`config.mk`:
```
export PLATFORM = sky130hd
export DESIGN_NAME = lsu_align
export DESIGN_NICKNAME = d
export VERILOG_FILES = /design/src/rtl/lsu_pkg.sv /design/src/rtl/lsu_load_ext.sv /design/src/rtl/lsu_align.sv
export SDC_FILE = /design/constraint.sdc
export NUM_CORES = 1
export LEC_CHECK = 0
export CAP_MARGIN = 20
export CORE_MARGIN = 1
export CORE_UTILIZATION = 53
export DETAILED_ROUTE_END_ITERATION = 7
export PLACE_DENSITY = 0.88
export SLEW_MARGIN = 30
export SYNTH_ARGS = -nofsm -noshare
export SYNTH_HDL_FRONTEND = slang
export SYNTH_SLANG_ARGS = --single-unit
```
`constraint.sdc`:
```
create_clock -name CLK -period 11.5 [get_ports CLK]
set_input_delay 2.875 -clock CLK [delete_from_list [all_inputs] [get_ports CLK]]
set_output_delay 2.875 -clock CLK [all_outputs]
set_load 0.02 [all_outputs]
```
`src/rtl/lsu_pkg.sv`:
```
// lsu_pkg: shared definitions for the load/store alignment unit.
//   - RV32I load/store FUNCT3 codes
//   - FSM state type (IDLE / SECOND)
//   - access size decode, byte-lane mask and legality helpers
package lsu_pkg;

  localparam logic [2:0] F3_B  = 3'b000;
  localparam logic [2:0] F3_H  = 3'b001;
  localparam logic [2:0] F3_W  = 3'b010;
  localparam logic [2:0] F3_BU = 3'b100;
  localparam logic [2:0] F3_HU = 3'b101;

  typedef enum logic [0:0] {
    ST_IDLE   = 1'b0,
    ST_SECOND = 1'b1
  } lsu_state_e;

  // Access size in bytes (1, 2 or 4) from FUNCT3[1:0].
  function automatic logic [2:0] size_bytes(input logic [2:0] f3);
    case (f3[1:0])
      2'b00:   return 3'd1;
      2'b01:   return 3'd2;
      default: return 3'd4;
    endcase
  endfunction

  // Byte-enable pattern of an access before it is shifted to its lane offset.
  function automatic logic [3:0] size_mask(input logic [2:0] f3);
    case (f3[1:0])
      2'b00:   return 4'b0001;
      2'b01:   return 4'b0011;
      default: return 4'b1111;
    endcase
  endfunction

  // BU/HU exist only as loads; 011, 110 and 111 are never valid.
  function automatic logic f3_valid(input logic [2:0] f3, input logic is_store);
    case (f3)
      F3_B, F3_H, F3_W: return 1'b1;
      F3_BU, F3_HU:     return !is_store;
      default:          return 1'b0;
    endcase
  endfunction

endpackage

```
`src/rtl/lsu_load_ext.sv`:
```
// lsu_load_ext: picks the low byte/halfword/word of an already right-shifted
// load word and sign- or zero-extends it according to FUNCT3.
//   data_i   [31:0] load data, addressed byte already in bits [7:0]
//   funct3_i [2:0]  load type (B, H, W, BU, HU)
//   data_o   [31:0] extended load result (0 for any other code)
import lsu_pkg::*;

module lsu_load_ext (
  input  logic [31:0] data_i,
  input  logic [2:0]  funct3_i,
  output logic [31:0] data_o
);

  always_comb begin
    case (funct3_i)
      F3_B:    data_o = {{24{data_i[7]}}, data_i[7:0]};
      F3_H:    data_o = {{16{data_i[15]}}, data_i[15:0]};
      F3_W:    data_o = data_i;
      F3_BU:   data_o = {24'h0, data_i[7:0]};
      F3_HU:   data_o = {16'h0, data_i[15:0]};
      default: data_o = 32'h0;
    endcase
  end

endmodule

```
`src/rtl/lsu_align.sv`:
```
// lsu_align: converts byte/halfword/word loads and stores into word-aligned
// memory accesses with byte enables, extends load data, and splits accesses
// that cross a word boundary into two memory cycles.
//   CLK, RST          clock, asynchronous active-low reset
//   MEM_R, MEM_W      load / store request
//   FUNCT3, ADDR      access type and byte address
//   WDATA             right-justified store data
//   M_RDATA           memory read word (combinational from M_ADDR)
//   M_ADDR, M_WDATA   word address and lane-aligned store data to memory
//   M_BE, M_WE        byte enables and write strobe
//   RDATA             extended load result
//   STALL             core must hold PC and inputs this cycle
//   MISALIGN          crossing access suppressed (SPLIT_EN=0)
//   ILLEGAL           bad FUNCT3, BU/HU store, or MEM_R and MEM_W together
//   DBG_STATE         current FSM state (0 IDLE, 1 SECOND)
//
// Stall contract: while STALL=1 the core keeps every input stable; the cycle
// after a STALL=1 cycle is the second half of the split access and is the
// one that delivers RDATA. Live inputs are not looked at in that cycle.
import lsu_pkg::*;

module lsu_align #(
  parameter logic SPLIT_EN = 1'b1
) (
  input  logic        CLK,
  input  logic        RST,
  input  logic        MEM_R,
  input  logic        MEM_W,
  input  logic [2:0]  FUNCT3,
  input  logic [31:0] ADDR,
  input  logic [31:0] WDATA,
  input  logic [31:0] M_RDATA,
  output logic [31:0] M_ADDR,
  output logic [31:0] M_WDATA,
  output logic [3:0]  M_BE,
  output logic        M_WE,
  output logic [31:0] RDATA,
  output logic        STALL,
  output logic        MISALIGN,
  output logic        ILLEGAL,
  output logic        DBG_STATE
);

  lsu_state_e  state_q, state_d;
  logic [31:0] addr_hi_q;
  logic [1:0]  off_q;
  logic [2:0]  f3_q;
  logic [3:0]  be_hi_q;
  logic [31:0] wd_hi_q;
  logic        we_q;
  logic        rd_q;
  logic [31:0] hold_q;

  logic [3:0]  mask;
  logic [2:0]  size;
  logic [1:0]  off;
  logic        req, bad_op, crossing, is_idle, go, split;
  logic [31:0] wd_masked;
  logic [7:0]  be_wide;
  logic [63:0] wd_wide;

  logic [31:0] ld_lo, ld_hi, ld_shift, ext_data;
  logic [1:0]  ld_off;
  logic [2:0]  ld_f3;

  assign mask     = size_mask(FUNCT3);
  assign size     = size_bytes(FUNCT3);
  assign off      = ADDR[1:0];
  assign crossing = ({1'b0, size} + {2'b00, off}) > 4'd4;
  assign req      = MEM_R | MEM_W;
  assign bad_op   = (MEM_R & MEM_W) | !f3_valid(FUNCT3, MEM_W);
  assign is_idle  = (state_q == ST_IDLE);

  // Everything combinational is gated by RST so outputs are quiet in reset.
  assign ILLEGAL  = RST & is_idle & req & bad_op;
  assign MISALIGN = RST & is_idle & req & !bad_op & crossing & !SPLIT_EN;
  assign go       = RST & is_idle & req & !bad_op & !(crossing & !SPLIT_EN);
  assign split    = go & crossing;

  // Low 8*size bits of WDATA, then shifted to the byte lane; bits [63:32]
  // and be_wide[7:4] belong to the following word.
  assign wd_masked = WDATA & {{8{mask[3]}}, {8{mask[2]}}, {8{mask[1]}}, {8{mask[0]}}};
  assign be_wide   = {4'b0000, mask} << off;
  assign wd_wide   = {32'h0, wd_masked} << {off, 3'b000};

  assign DBG_STATE = state_q;

  // Load path: the extension unit is shared by single and split accesses;
  // a split load sees {second word, held first word}.
  always_comb begin
    ld_lo  = M_RDATA;
    ld_hi  = 32'h0;
    ld_off = off;
    ld_f3  = FUNCT3;
    if (state_q == ST_SECOND) begin
      ld_lo  = hold_q;
      ld_hi  = M_RDATA;
      ld_off = off_q;
      ld_f3  = f3_q;
    end
    ld_shift = 32'({ld_hi, ld_lo} >> {ld_off, 3'b000});
  end

  lsu_load_ext u_ext (
    .data_i   (ld_shift),
    .funct3_i (ld_f3),
    .data_o   (ext_data)
  );

  always_comb begin
    state_d = state_q;
    M_ADDR  = {ADDR[31:2], 2'b00};
    M_WDATA = wd_wide[31:0];
    M_BE    = 4'b0000;
    M_WE    = 1'b0;
    STALL   = 1'b0;
    RDATA   = 32'h0;
    if (state_q == ST_SECOND) begin
      M_ADDR  = addr_hi_q;
      M_WDATA = wd_hi_q;
      state_d = ST_IDLE;
      if (RST) begin
        M_BE  = be_hi_q;
        M_WE  = we_q & (|be_hi_q);
        RDATA = rd_q ? ext_data : 32'h0;
      end
    end else if (go) begin
      M_BE  = be_wide[3:0];
      M_WE  = MEM_W & (|be_wide[3:0]);
      STALL = split;
      // First half of a split load has no valid result yet.
      RDATA = (MEM_R & !crossing) ? ext_data : 32'h0;
      if (split) state_d = ST_SECOND;
    end
  end

  always_ff @(posedge CLK or negedge RST) begin
    if (!RST) begin
      state_q   <= ST_IDLE;
      addr_hi_q <= 32'h0;
      off_q     <= 2'b00;
      f3_q      <= 3'b000;
      be_hi_q   <= 4'b0000;
      wd_hi_q   <= 32'h0;
      we_q      <= 1'b0;
      rd_q      <= 1'b0;
      hold_q    <= 32'h0;
    end else begin
      state_q <= state_d;
      if (split) begin
        addr_hi_q <= {ADDR[31:2], 2'b00} + 32'd4;
        off_q     <= off;
        f3_q      <= FUNCT3;
        be_hi_q   <= be_wide[7:4];
        wd_hi_q   <= wd_wide[63:32];
        we_q      <= MEM_W;
        rd_q      <= MEM_R;
        hold_q    <= M_RDATA;
      end
    end
  end

endmodule

```
==> flow_summary.json <==
{
  "period_minus_slack_ps": 10420,
  "die_h_um": 121.6,
  "leakagePower_nw": 4.024,
  "worstPathRequired_ps": 8630,
  "grt_pass1_wl_um": 37030,
  "gp_congestion": 0.9129,
  "drtIter0Drc": 834,
  "fp.dieW_um": 121.6,
  "cp_data_arrival_time_ps": 7540,
  "hold_end": "rd_q",
  "finish.net_count": 1172,
  "syn_inst": 915,
  "rsz0062_at_grt": "no",
  "hold_viol": 0,
  "ys_types": 59,
  "max_freq_mhz": 96.01,
  "end_kind": "output port",
  "die_area_sq_mm": 0.01480,
  "io_pins": 208,
  "reg2reg_from": "DBG_STATE",
  "slew_headroom_pct": 35.05,
  "maxSlewViolCount": 0,
  "grt_pass1_vias": 7272,
  "synth.yosys.seq_area_share_pct": 31.99,
  "r2r-end": "be_hi_q[0]",
  "synth-edff-count": 0,
  "vias": 7759,
  "drc": 0,
  "fin_setup_tns_ps": 0,
  "period_share_pct": 90.57,
  "antenna_found_initial": 0,
  "cts_sinks": 97,
  "cts_buffers": 9,
  "final-setup-viol-count": 0,
  "first_pass_iters": 6,
  "synthArstFlopShare_pct": 100.0,
  "avgRoutedWirePerCell_um": 18.88,
  "yosysWarningCount": 0,
  "num_rows": 43,
  "core_sq_mm": 0.01393,
  "gr-usage-all-layers_pct": 32.14,
  "io_buffers": 204,
  "worst_pin_slew_ps": 970.6,
  "clk_path_buf_depth": 2,
  "diodes": 0,
  "synth_flop_cell": "dfrtp_1",
  "vias_per_cell": 6.217,
  "overflow": 0,
  "grt_max_degree": 114,
  "power_density_mw_per_mm2": 132.6,
  "hold_path_startpoint": "rd_q",
  "synth_top_cell_area_share_pct": 31.99,
  "postCtsHoldBufs": 0,
  "cts-resized-gates": 0,
  "layout-drive-gt1-share_pct": 11.70,
  "place_area_sq_mm": 0.009589,
  "fin_worst_skew_ps": 6.734,
  "status": "complete, no violations",
  "path_class": "input pin to output port",
  "min_path_type": "flop to flop",
  "clock_latency_ps": 360,
  "crit_fanout": 26,
  "netlist_area_sq_mm": 0.007587,
  "areaGrowthSynthToFinish_pct": 30.82,
  "start_util_pct": 54.45,
  "path_clk_slew_ps": 60,
  "clock-root-buffer": "clkbuf_16",
  "utilization_pct": 71.23,
  "whs_path_depth": 2,
  "mostFrequentLayoutCells": "nand2_1, clkdlybuf4s50_1, dfrtp_1, mux2_2, o21ai_1",
  "syn_avg_cell_area_sq_um": 8.292,
  "postCtsSetupBuffers": 0,
  "r2r_slack_ps": 8650,
  "max_cap_viol_count": 0,
  "rr_worst_depth": 6,
  "postLayoutCellArea_sq_mm": 0.009926,
  "dp_hpwl_um": 15860,
  "cp-start-kind": "input pin",
  "nFillCells": 1054,
  "ant_nets": 0,
  "ys_ff_latch": 97,
  "yosys.area.top_type": "dfrtp_1",
  "wl_um": 23570,
  "synthTopCellsByArea": "dfrtp_1, nand2_1, mux2_2, mux2i_1, o21ai_1",
  "crit_path_start": "FUNCT3[1]",
  "cts_tree": "yes",
  "total_power_mw": 1.316,
  "irDropWorstVdd_v": 0.00007394,
  "htreeDepth": 3
}
-- state kept, by name, indices dropped and copies added, names as in the netlist --
register	flops
DBG_STATE	1
addr_hi_q	30
be_hi_q	3
f3_q	3
hold_q	32
off_q	2
rd_q	1
wd_hi_q	24
we_q	1
-- stage by stage --
stage	std cells	worst slack (ps)	hold WS, ps
final	1248	1084	475.6
after global routing	1248	888.1	489.3
after CTS	1248	1138	478.6
after detailed placement	1234	1167	458.2
after global placement	1234	1341	452.4
after floorplan	917	2818	438.6
-- worst max path at each step --
stage / end / slack (ps)
finish: RDATA[22] / 1080
global route: RDATA[16] / 890
CTS: RDATA[19] / 1140
detailed placement: RDATA[19] / 1170
global placement: RDATA[22] / 1340
floorplan: RDATA[21] / 2820
-- power by group --
part           switching, mW  internal [mW]
clock network          0.134          0.216
logic                  0.227          0.217
registers             0.0830          0.438
total                  0.445          0.871
-- cell type report --
class | count | area (sq um) | area share, %
sequential | 97 | 2431 | 24.49
clock inverter | 3 | 90.09 | 0.9076
inverter | 17 | 63.81 | 0.6429
clock buffer | 11 | 242.7 | 2.445
multi-input combinational | 724 | 4745 | 47.80
timing repair buffer | 216 | 2128 | 21.44
tap | 180 | 225.2 | 2.269
-- worst max-delay path, cell delays in order --
cell,delay [ps]
clkdlybuf4s50_1,460
buf_4,280
or2_1,560
inv_1,110
ha_1,230
fa_1,380
xnor2_1,200
o22ai_1,210
o21ba_1,240
buf_4,210
or4_1,920
o31ai_2,200
clkdlybuf4s50_1,650
-- metal layers --
metal  vias to the layer above  global-route usage, %  part of all wire [%]
met4                         0                  13.58                   2.8
met5                         -                      0                     0
met3                        63                  8.099                   9.5
li1                       3565                      -                     -
met1                      3703                  41.60                    41
met2                       428                  51.03                    46
-- cells in the mapped netlist (all sizes together) (12+ instances only) --
cell type	number
mux2	66
a22oi	23
clkbuf	39
mux2i	41
xnor2	20
inv	17
dfrtp	97
a22o	16
nor2	55
nand2	202
and3	14
nor4	12
o21ai	74
a21oi	26
a211oi	22
o31ai	19
buf	40
nand3	33
-- logic make-up (layout without fill, tap and decap cells) --
family          Yosys count  count (layout)  share of synthesized area, %
simple gates            345             345                         20.18
buf+inv                  96             247                         5.673
fa+ha+maj                 4               4                        0.7586
xor+xnor                 29              29                         3.348
other cells               1               3                       0.04942
flops                    97              97                         31.99
mux                     115             115                         17.63
compound gates          228             228                         20.37
Power figures use the tool's default switching activity.
